$ cat src/rtl/usb_out_pkt_fifo.sv
// Packet-aware OUT bulk endpoint buffer: speculative SIE writes are committed on EOP
// or rolled back on error, and packets are NAKed when a full max-size packet cannot fit.
module usb_out_pkt_fifo #(
  parameter int DEPTH             = 64,
  parameter int OUT_MAXPACKETSIZE = 64,
  parameter int DATA_W            = 8
) (
  input  logic                     clk_i,
  input  logic                     rstn_i,
  input  logic                     clk_gate_i,
  input  logic                     bus_reset_i,
  input  logic [DATA_W-1:0]        out_data_i,
  input  logic                     out_valid_i,
  input  logic                     out_err_i,
  input  logic                     out_ready_i,
  output logic                     out_nak_o,
  output logic [DATA_W-1:0]        app_out_data_o,
  output logic                     app_out_valid_o,
  input  logic                     app_out_ready_i,
  output logic                     out_empty_o,
  output logic                     out_full_o,
  output logic [$clog2(DEPTH):0]   out_level_o
);

  localparam int AW = $clog2(DEPTH);
  localparam logic [AW:0] DEPTH_C = (AW+1)'(DEPTH);
  localparam logic [AW:0] MPS_C   = (AW+1)'(OUT_MAXPACKETSIZE);

  typedef enum logic [1:0] {IDLE, RECV, DROP} state_t;

  state_t            state;
  logic [DATA_W-1:0] mem [DEPTH];
  logic [AW:0]       wr_ptr, wr_tmp, rd_ptr;
  logic [AW:0]       used, free, committed;
  logic              srst, sie_evt, ev_data, ev_err, ev_eop;
  logic              mem_we, rd_en;

  assign srst    = ~rstn_i | bus_reset_i;
  assign sie_evt = clk_gate_i & out_ready_i;
  assign ev_data = sie_evt & out_valid_i;
  assign ev_err  = sie_evt & out_err_i & ~out_valid_i;
  assign ev_eop  = sie_evt & ~out_valid_i & ~out_err_i;

  // free uses the pre-edge rd_ptr, so a concurrent app read only makes admission conservative
  assign used      = wr_tmp - rd_ptr;
  assign free      = DEPTH_C - used;
  assign committed = wr_ptr - rd_ptr;

  assign mem_we = ev_data & (((state == IDLE) & (free >= MPS_C)) |
                             ((state == RECV) & (used != DEPTH_C)));
  assign rd_en  = (~app_out_valid_o | app_out_ready_i) & (rd_ptr != wr_ptr);

  always_ff @(posedge clk_i) begin
    if (mem_we) mem[wr_tmp[AW-1:0]] <= out_data_i;
  end

  // SIE side: speculative write pointer, commit/rollback and NAK decision
  always_ff @(posedge clk_i) begin
    if (srst) begin
      state     <= IDLE;
      wr_ptr    <= '0;
      wr_tmp    <= '0;
      out_nak_o <= 1'b0;
    end else begin
      case (state)
        IDLE: begin
          if (ev_data) begin
            if (free >= MPS_C) begin
              wr_tmp    <= wr_tmp + (AW+1)'(1);
              out_nak_o <= 1'b0;
              state     <= RECV;
            end else begin
              out_nak_o <= 1'b1;
              state     <= DROP;
            end
          end else if (ev_eop | ev_err) begin
            out_nak_o <= 1'b0;
          end
        end
        RECV: begin
          if (ev_data) begin
            if (used != DEPTH_C) begin
              wr_tmp <= wr_tmp + (AW+1)'(1);
            end else begin
              wr_tmp    <= wr_ptr;
              out_nak_o <= 1'b1;
              state     <= DROP;
            end
          end else if (ev_eop) begin
            wr_ptr <= wr_tmp;
            state  <= IDLE;
          end else if (ev_err) begin
            wr_tmp <= wr_ptr;
            state  <= IDLE;
          end
        end
        DROP: begin
          if (ev_eop) begin
            state <= IDLE;
          end else if (ev_err) begin
            out_nak_o <= 1'b0;
            state     <= IDLE;
          end
        end
        default: state <= IDLE;
      endcase
    end
  end

  // App side: one-entry output register fed from committed memory only
  always_ff @(posedge clk_i) begin
    if (srst) begin
      rd_ptr          <= '0;
      app_out_valid_o <= 1'b0;
      app_out_data_o  <= '0;
    end else if (rd_en) begin
      app_out_data_o  <= mem[rd_ptr[AW-1:0]];
      rd_ptr          <= rd_ptr + (AW+1)'(1);
      app_out_valid_o <= 1'b1;
    end else if (app_out_ready_i) begin
      app_out_valid_o <= 1'b0;
    end
  end

  assign out_level_o = committed + (AW+1)'(app_out_valid_o);
  assign out_empty_o = (out_level_o == '0);
  assign out_full_o  = (used == DEPTH_C);

endmodule
$ cat config.mk
export PLATFORM = sky130hd
export DESIGN_NAME = usb_out_pkt_fifo
export DESIGN_NICKNAME = d
export VERILOG_FILES = /design/src/rtl/usb_out_pkt_fifo.sv
export SDC_FILE = /design/constraint.sdc
export NUM_CORES = 1
export LEC_CHECK = 0
export ABC_CLOCK_PERIOD_IN_PS = 5300
export CORE_ASPECT_RATIO = 1.75
export CORE_MARGIN = 3
export CORE_UTILIZATION = 35
export DETAILED_ROUTE_END_ITERATION = 10
export HOLD_SLACK_MARGIN = 0.1
export PLACE_DENSITY = 0.59
export SLEW_MARGIN = 15
export SYNTH_ARGS = -nofsm -noshare
export SYNTH_HDL_FRONTEND = slang
export SYNTH_SLANG_ARGS = --single-unit
$ cat constraint.sdc
create_clock -name clk_i -period 5.3 [get_ports clk_i]
set_clock_uncertainty 0.2 [all_clocks]
set_input_delay 1.325 -clock clk_i [delete_from_list [all_inputs] [get_ports clk_i]]
set_output_delay 1.325 -clock clk_i [all_outputs]
set_load 0.005 [all_outputs]
=== After elaboration in Yosys (flattened, before gate mapping) ===
Memory sizes are Yosys's and may differ from the RTL's. A register that Yosys moved wholly into a read port is not among the register bits.
Cells that the tools add are included.

* Register bits after elaboration: 25
* Latch bits: 0
* Memory bits (writable): 512
* Memory bits (read-only): 0
* Output and inout port bits: 19
* Memories: 1

* $add $sub $neg: 6
* Multiply operators: 0
* Divide/modulo/power cells: 0
* Magnitude comparators: 1
* Equality and inequality tests: 15
* Shift-type cells: 0
* Muxes and demuxes: 26
* Bitwise gates (word level): 19
* Reduce and logical (&&, ||, !) cells: 9

{| class="wikitable"
|+ Memory list
! name !! words !! bits a word !! read ports !! clocked after memory_dff !! wr ports !! RTL line !! source
|-
| mem || 64 || 8 || 1 || 1 || 1 || 32 || <nowiki>logic [DATA_W-1:0] mem [DEPTH];</nowiki>
|}

{| class="wikitable"
|+ Operator list
! cell !! count
|-
| 2-to-1 mux 7 bit || 6
|-
| adder 7 x 1 -> 7 bit (second input constant) || 2
|-
| one-hot mux 7 bit (2 select lines) || 1
|-
| subtractor 7 bit || 2
|-
| 2-to-1 mux 2 bit || 6
|-
| 2-to-1 mux 1 bit || 11
|-
| AND 1 bit || 10
|-
| != test 2 bit (second input constant) || 5
|-
| != test 3 bit (second input constant) || 3
|-
| adder 7 x 1 -> 7 bit || 1
|-
| equality test 7 bit (second input constant) || 1
|-
| greater-or-equal comparator 7 bit (second input constant) || 1
|-
| logical NOT 7 bit || 1
|-
| != test 7 bit || 1
|-
| != test 7 bit (second input constant) || 1
|-
| subtractor 7 bit (first input constant) || 1
|-
| one-hot mux 2 bit (3 select lines) || 1
|-
| AND reduction 6 bit || 1
|-
| NOT 1 bit || 5
|-
| AND reduction 5 bit || 1
|-
| OR 1 bit || 4
|-
| nonzero test 2 bit || 2
|-
| != test 3 x 2 -> 1 bit (second input constant) || 1
|-
| one-hot mux 1 bit (3 select lines) || 1
|-
| 7 further kinds || 7
|}

=== Longest topological paths before layout ===
* Depth after elaboration: 8
* Depth in mapped cells: 15

=== Worst setup path before layout ===
Ideal clock, no wire load.

* Path type: register -> output
* From: register rd_ptr[1]
* To: output port out_empty_o
* Arrival time: 3329 ps
* Path slack: 446 ps
* Cell stages (with the launch flop): 15
* Buffers on the path: 3
* Path through: dfxtp_1 > clkbuf_1 > buf_1 > clkbuf_1 > inv_1 > ha_1 > inv_1 > fa_1 > inv_1 > a21oi_1 > o21bai_1 > a21o_1 > a21oi_1 > xnor2_1 > nor4_1

* Word-level cells in the longest chain between the ends: 3

{| class="wikitable"
|+ Ends and longest elaborated chain
! what !! RTL line !! source
|-
| from (decl) || 33 || <nowiki>logic [AW:0] wr_ptr, wr_tmp, rd_ptr;</nowiki>
|-
| from (signal assigned) || 118 || <nowiki>rd_ptr <= rd_ptr + (AW+1)'(1);</nowiki>
|-
| subtractor 7 bit || 47 || <nowiki>assign committed = wr_ptr - rd_ptr;</nowiki>
|-
| adder 7 x 1 -> 7 bit || 125 || <nowiki>assign out_level_o = committed + (AW+1)'(app_out_valid_o);</nowiki>
|-
| via out_level_o[6] || 22 || <nowiki>output logic [$clog2(DEPTH):0] out_level_o</nowiki>
|-
| logical NOT 7 bit || 126 || <nowiki>assign out_empty_o = (out_level_o == '0);</nowiki>
|-
| to (decl) || 20 || <nowiki>output logic out_empty_o,</nowiki>
|}

The timed path passes the listed nets, and every way through them passes these cells.

=== Final worst setup path ===
* From: register wr_tmp[0]
* To: output port out_full_o

* Word-level cells in the longest chain between the ends: 2

{| class="wikitable"
|+ Ends and longest elaborated chain
! what !! RTL line !! source
|-
| from (decl) || 33 ||
|-
| from (signal assigned) || 69 || <nowiki>wr_tmp <= wr_tmp + (AW+1)'(1);</nowiki>
|-
| from (signal assigned) || 83 || <nowiki>wr_tmp <= wr_tmp + (AW+1)'(1);</nowiki>
|-
| from (signal assigned) || 85 || <nowiki>wr_tmp <= wr_ptr;</nowiki>
|-
| subtractor 7 bit || 45 || <nowiki>assign used = wr_tmp - rd_ptr;</nowiki>
|-
| equality test 7 bit || 127 || <nowiki>assign out_full_o = (used == DEPTH_C);</nowiki>
|-
| to (decl) || 21 || <nowiki>output logic out_full_o,</nowiki>
|}

Every way passes these cells.

==> results by group <==
Outcome
  – Status: finished, final reports clean

Floorplanning
  – DIE WIDTH: 196.4 µm
  – IO Pins: 35
  – Die area: 0.06665 mm²
  – Initial Utilization: 0.3553
  – Die Height: 339.3 µm
  – Placeable Area: 0.06253 mm²
  – Row Count: 121

Yosys
  – Register bit total from synthesis: 545
  – Post-Syn Nets: 1257
  – Synth Instances: 1215
  – Post-synth EDFFs: 512
  – Register area share after synthesis: 0.7218
  – Synth Area in XOR/XNOR: 0.006308
  – Prevailing post-synth register cell: edfxtp_1
  – Synth Area in Adders: 0.01532
  – Largest family of logic cells by synthesized area: multiplexers
  – Top-count cell post-synth: edfxtp_1
  – Simple-Gate Fraction of Synth Area: 0.05981
  – Avg Cell Area, Syn: 18.28 µm²
  – Multiplexer share of the synthesized area: 0.1501
  – Yosys top cell by area: edfxtp_1
  – Synth warn: 0
  – Synth area leaders: edfxtp_1, mux4_2, dfxtp_1
  – Yosys cell types: 56
  – Post-synthesis async set-or-reset flop share: 0
  – Top cells by count, synth: edfxtp_1, mux4_2, nand2_1, nor2_1, clkbuf_1
  – Mapped Area: 0.02222 mm²
  – Share of the synthesized area in the top cell type: 0.6921
  – Complex-gate fraction of the synthesized area: 0.03126

Finish
  – Layout cells sized above 1: 0.2265
  – Area Overhead vs Synth: 14.25%
  – ANT cells: 0
  – Nets: 1346
  – Post-route insts no fill: 2137
  – Fill cells: 5526
  – Final core occ: 0.4059

STA
  – Setup violators final: 0
  – Min cycle time layout: 5.117 ns
  – Period utilisation layout: 0.9655
  – F_max: 195.4 MHz
  – Slew @ Worst Pin: 0.9993 ns
  – Setup tns final: 0 ns
  – Relative slew slack: 0.3338
  – RSZ-0062 raised after global routing: false
  – Fin. max-slew vios: 0
  – Final Hold Viols: 0

Route
  – 1st-iter DRT viols: 840
  – Routed len/inst: 24.45 µm
  – Drt first pass iters: 5
  – DRC: 0
  – Detail Route Antenna Nets: 0
  – DR vias: 11300
  – Vias/cell: 5.286
  – Routed WL: 52250 µm

Global route
  – First-pass GRT wire length: 78450 µm
  – Initial antenna violation count: 0
  – Largest net degree at the start of global routing: 132
  – GR Overflow Total: 0
  – Vias in the first global route: 11980
  – GRT Total Usage: 0.1572

Critical path
  – Crit Path Class: reg -> out
  – Crit path DAT: 3.59 ns
  – CP max FO: 7
  – Setup crit end kind: output port
  – Crit start category: flop
  – Critical Path RT: 3.77 ns
  – Reg2reg path depth: 12

Clock network
  – Clk root buf: clkbuf_16
  – Hold buffer count at CTS: 0
  – Clock slew seen by the registers of the worst setup and hold paths: 0.07 ns
  – CTS Sinks: 545
  – Inserted Clock Buffers: 46
  – CTS max path bufs: 3
  – Setup bufs post-CTS: 0
  – Worst skew pair latency: 0.57 ns
  – CTS tree: done
  – # H-tree levels: 2

Power
  – Int Pwr: 6.718 mW
  – Sw Pwr: 1.619 mW
  – Max VDD drop: 0.2278 mV
  – Reg power frac: 0.564
  – Clock power frac: 0.418
  – Sw Ratio: 0.1942
  – Power per cell area: 328.4 mW/mm²
  – Combinational power share: 0.017
  – P_leak: 8.079 nW

Worst hold path
  – Hold crit path type: reg -> reg
  – Hold path cells: 2

Placement
  – RePlAce Congestion: 0.7856
  – Port-buffer cells: 34
  – HPWL Detailed: 33450 µm
  – Cells after DPL: 2055

Flow run
  – MaxCap Viol Count: 0
[cell usage in the layout (no fill, tap or decap), types with 9 or more instances in the layout]
master | synthesis | layout
edfxtp_1 | 512 | 512
mux4_2 | 136 | 136
nand2_1 | 114 | 114
nor2_1 | 95 | 95
buf_4 | 0 | 71
clkbuf_16 | 0 | 49
a21oi_1 | 32 | 32
dfxtp_1 | 33 | 30
mux2i_1 | 26 | 26
clkdlybuf4s50_1 | 0 | 26
ha_1 | 24 | 24
nand3_1 | 21 | 21
inv_1 | 19 | 19
a32oi_1 | 18 | 18
o21ai_0 | 15 | 15
xnor2_1 | 11 | 11
clkbuf_1 | 38 | 9
[power groups by stage]
stage / Combinational, mW / Clock (mW) / Sequential (mW)
2_1_floorplan: 0.0454 / 0 / 4.80
3_3_place_gp: 0.142 / 0 / 4.80
3_5_place_dp: 0.147 / 0 / 4.80
4_1_cts: 0.147 / 3.56 / 4.71
5_1_grt: 0.157 / 3.72 / 4.70
6_report: 0.144 / 3.49 / 4.71
[critical path, cell delays in order (launching register included)]
cell	delay [ns]
dfxtp_1	0.38
clkinvlp_4	0.26
ha_1	0.30
fa_1	0.44
nor2b_4	0.14
o31a_1	0.17
a21oi_1	0.08
a2111oi_4	0.39
and2_1	0.31
clkdlybuf4s50_1	0.54
[sequential cells by signal, summed over array words and instances (netlist names)]
register	count
out_nak_o	1
mem	512
state	2
wr_tmp	7
wr_ptr	7
rd_ptr	7
app_out_data_o	8
app_out_valid_o	1
[cell type report]
class	instances	area (µm²)	area share
inverters	21	82.58	0.003253
clock buffers	58	1260	0.04964
repair buffers	105	863.3	0.03401
flip-flops and latches	545	16040	0.6321
clock inverters	24	279.0	0.01099
well taps	799	999.7	0.03939
multi-input cells	585	5853	0.2306
[cells by family after synthesis]
group	count (synthesis)
flip-flops	545
AND/OR/NAND/NOR	277
multiplexers	163
AO/OA/AOI/OAI	103
buffers and inverters	85
adder cells (fa/ha/maj)	26
XOR/XNOR	16
[worst paths after layout]
path | start | endpoint | slack, ns
setup / recovery | wr_tmp[0] | out_full_o | 0.18
hold / removal | app_out_valid_o | app_out_valid_o | 0.30
hold reg to reg | app_out_valid_o | app_out_valid_o | 0.30
setup reg to reg | wr_tmp[0] | mem[15][6] | 0.83
[what timing repair did]
item                       in CTS  in global routing
hold endpoints to repair        0                  0
setup endpoints to repair       0                  2
gates resized for setup         0                  3
[layer usage]
layer	routed length, µm	share of wire	up-vias	GRT usage
met5	0	0	-	0
met4	1731	0.033	0	0.05441
met3	2311	0.044	82	0.02314
met2	28830	0.55	303	0.2947
met1	19380	0.37	5891	0.1815
li1	-	-	5021	-
[through the flow]
stage	instance area (µm²)	worst slack (ns)	hold slack [ns]	total power, mW
after floorplan	22220	0.4457	0.2579	4.846
after global placement	23820	0.7220	0.2905	4.942
after detailed placement	23820	0.6971	0.3004	4.948
after CTS	25360	0.06651	0.3105	8.412
after global routing	25380	0.0008860	0.3324	8.580
final	25380	0.1831	0.3010	8.336
No activity file was read; power rests on OpenSTA's default activity.
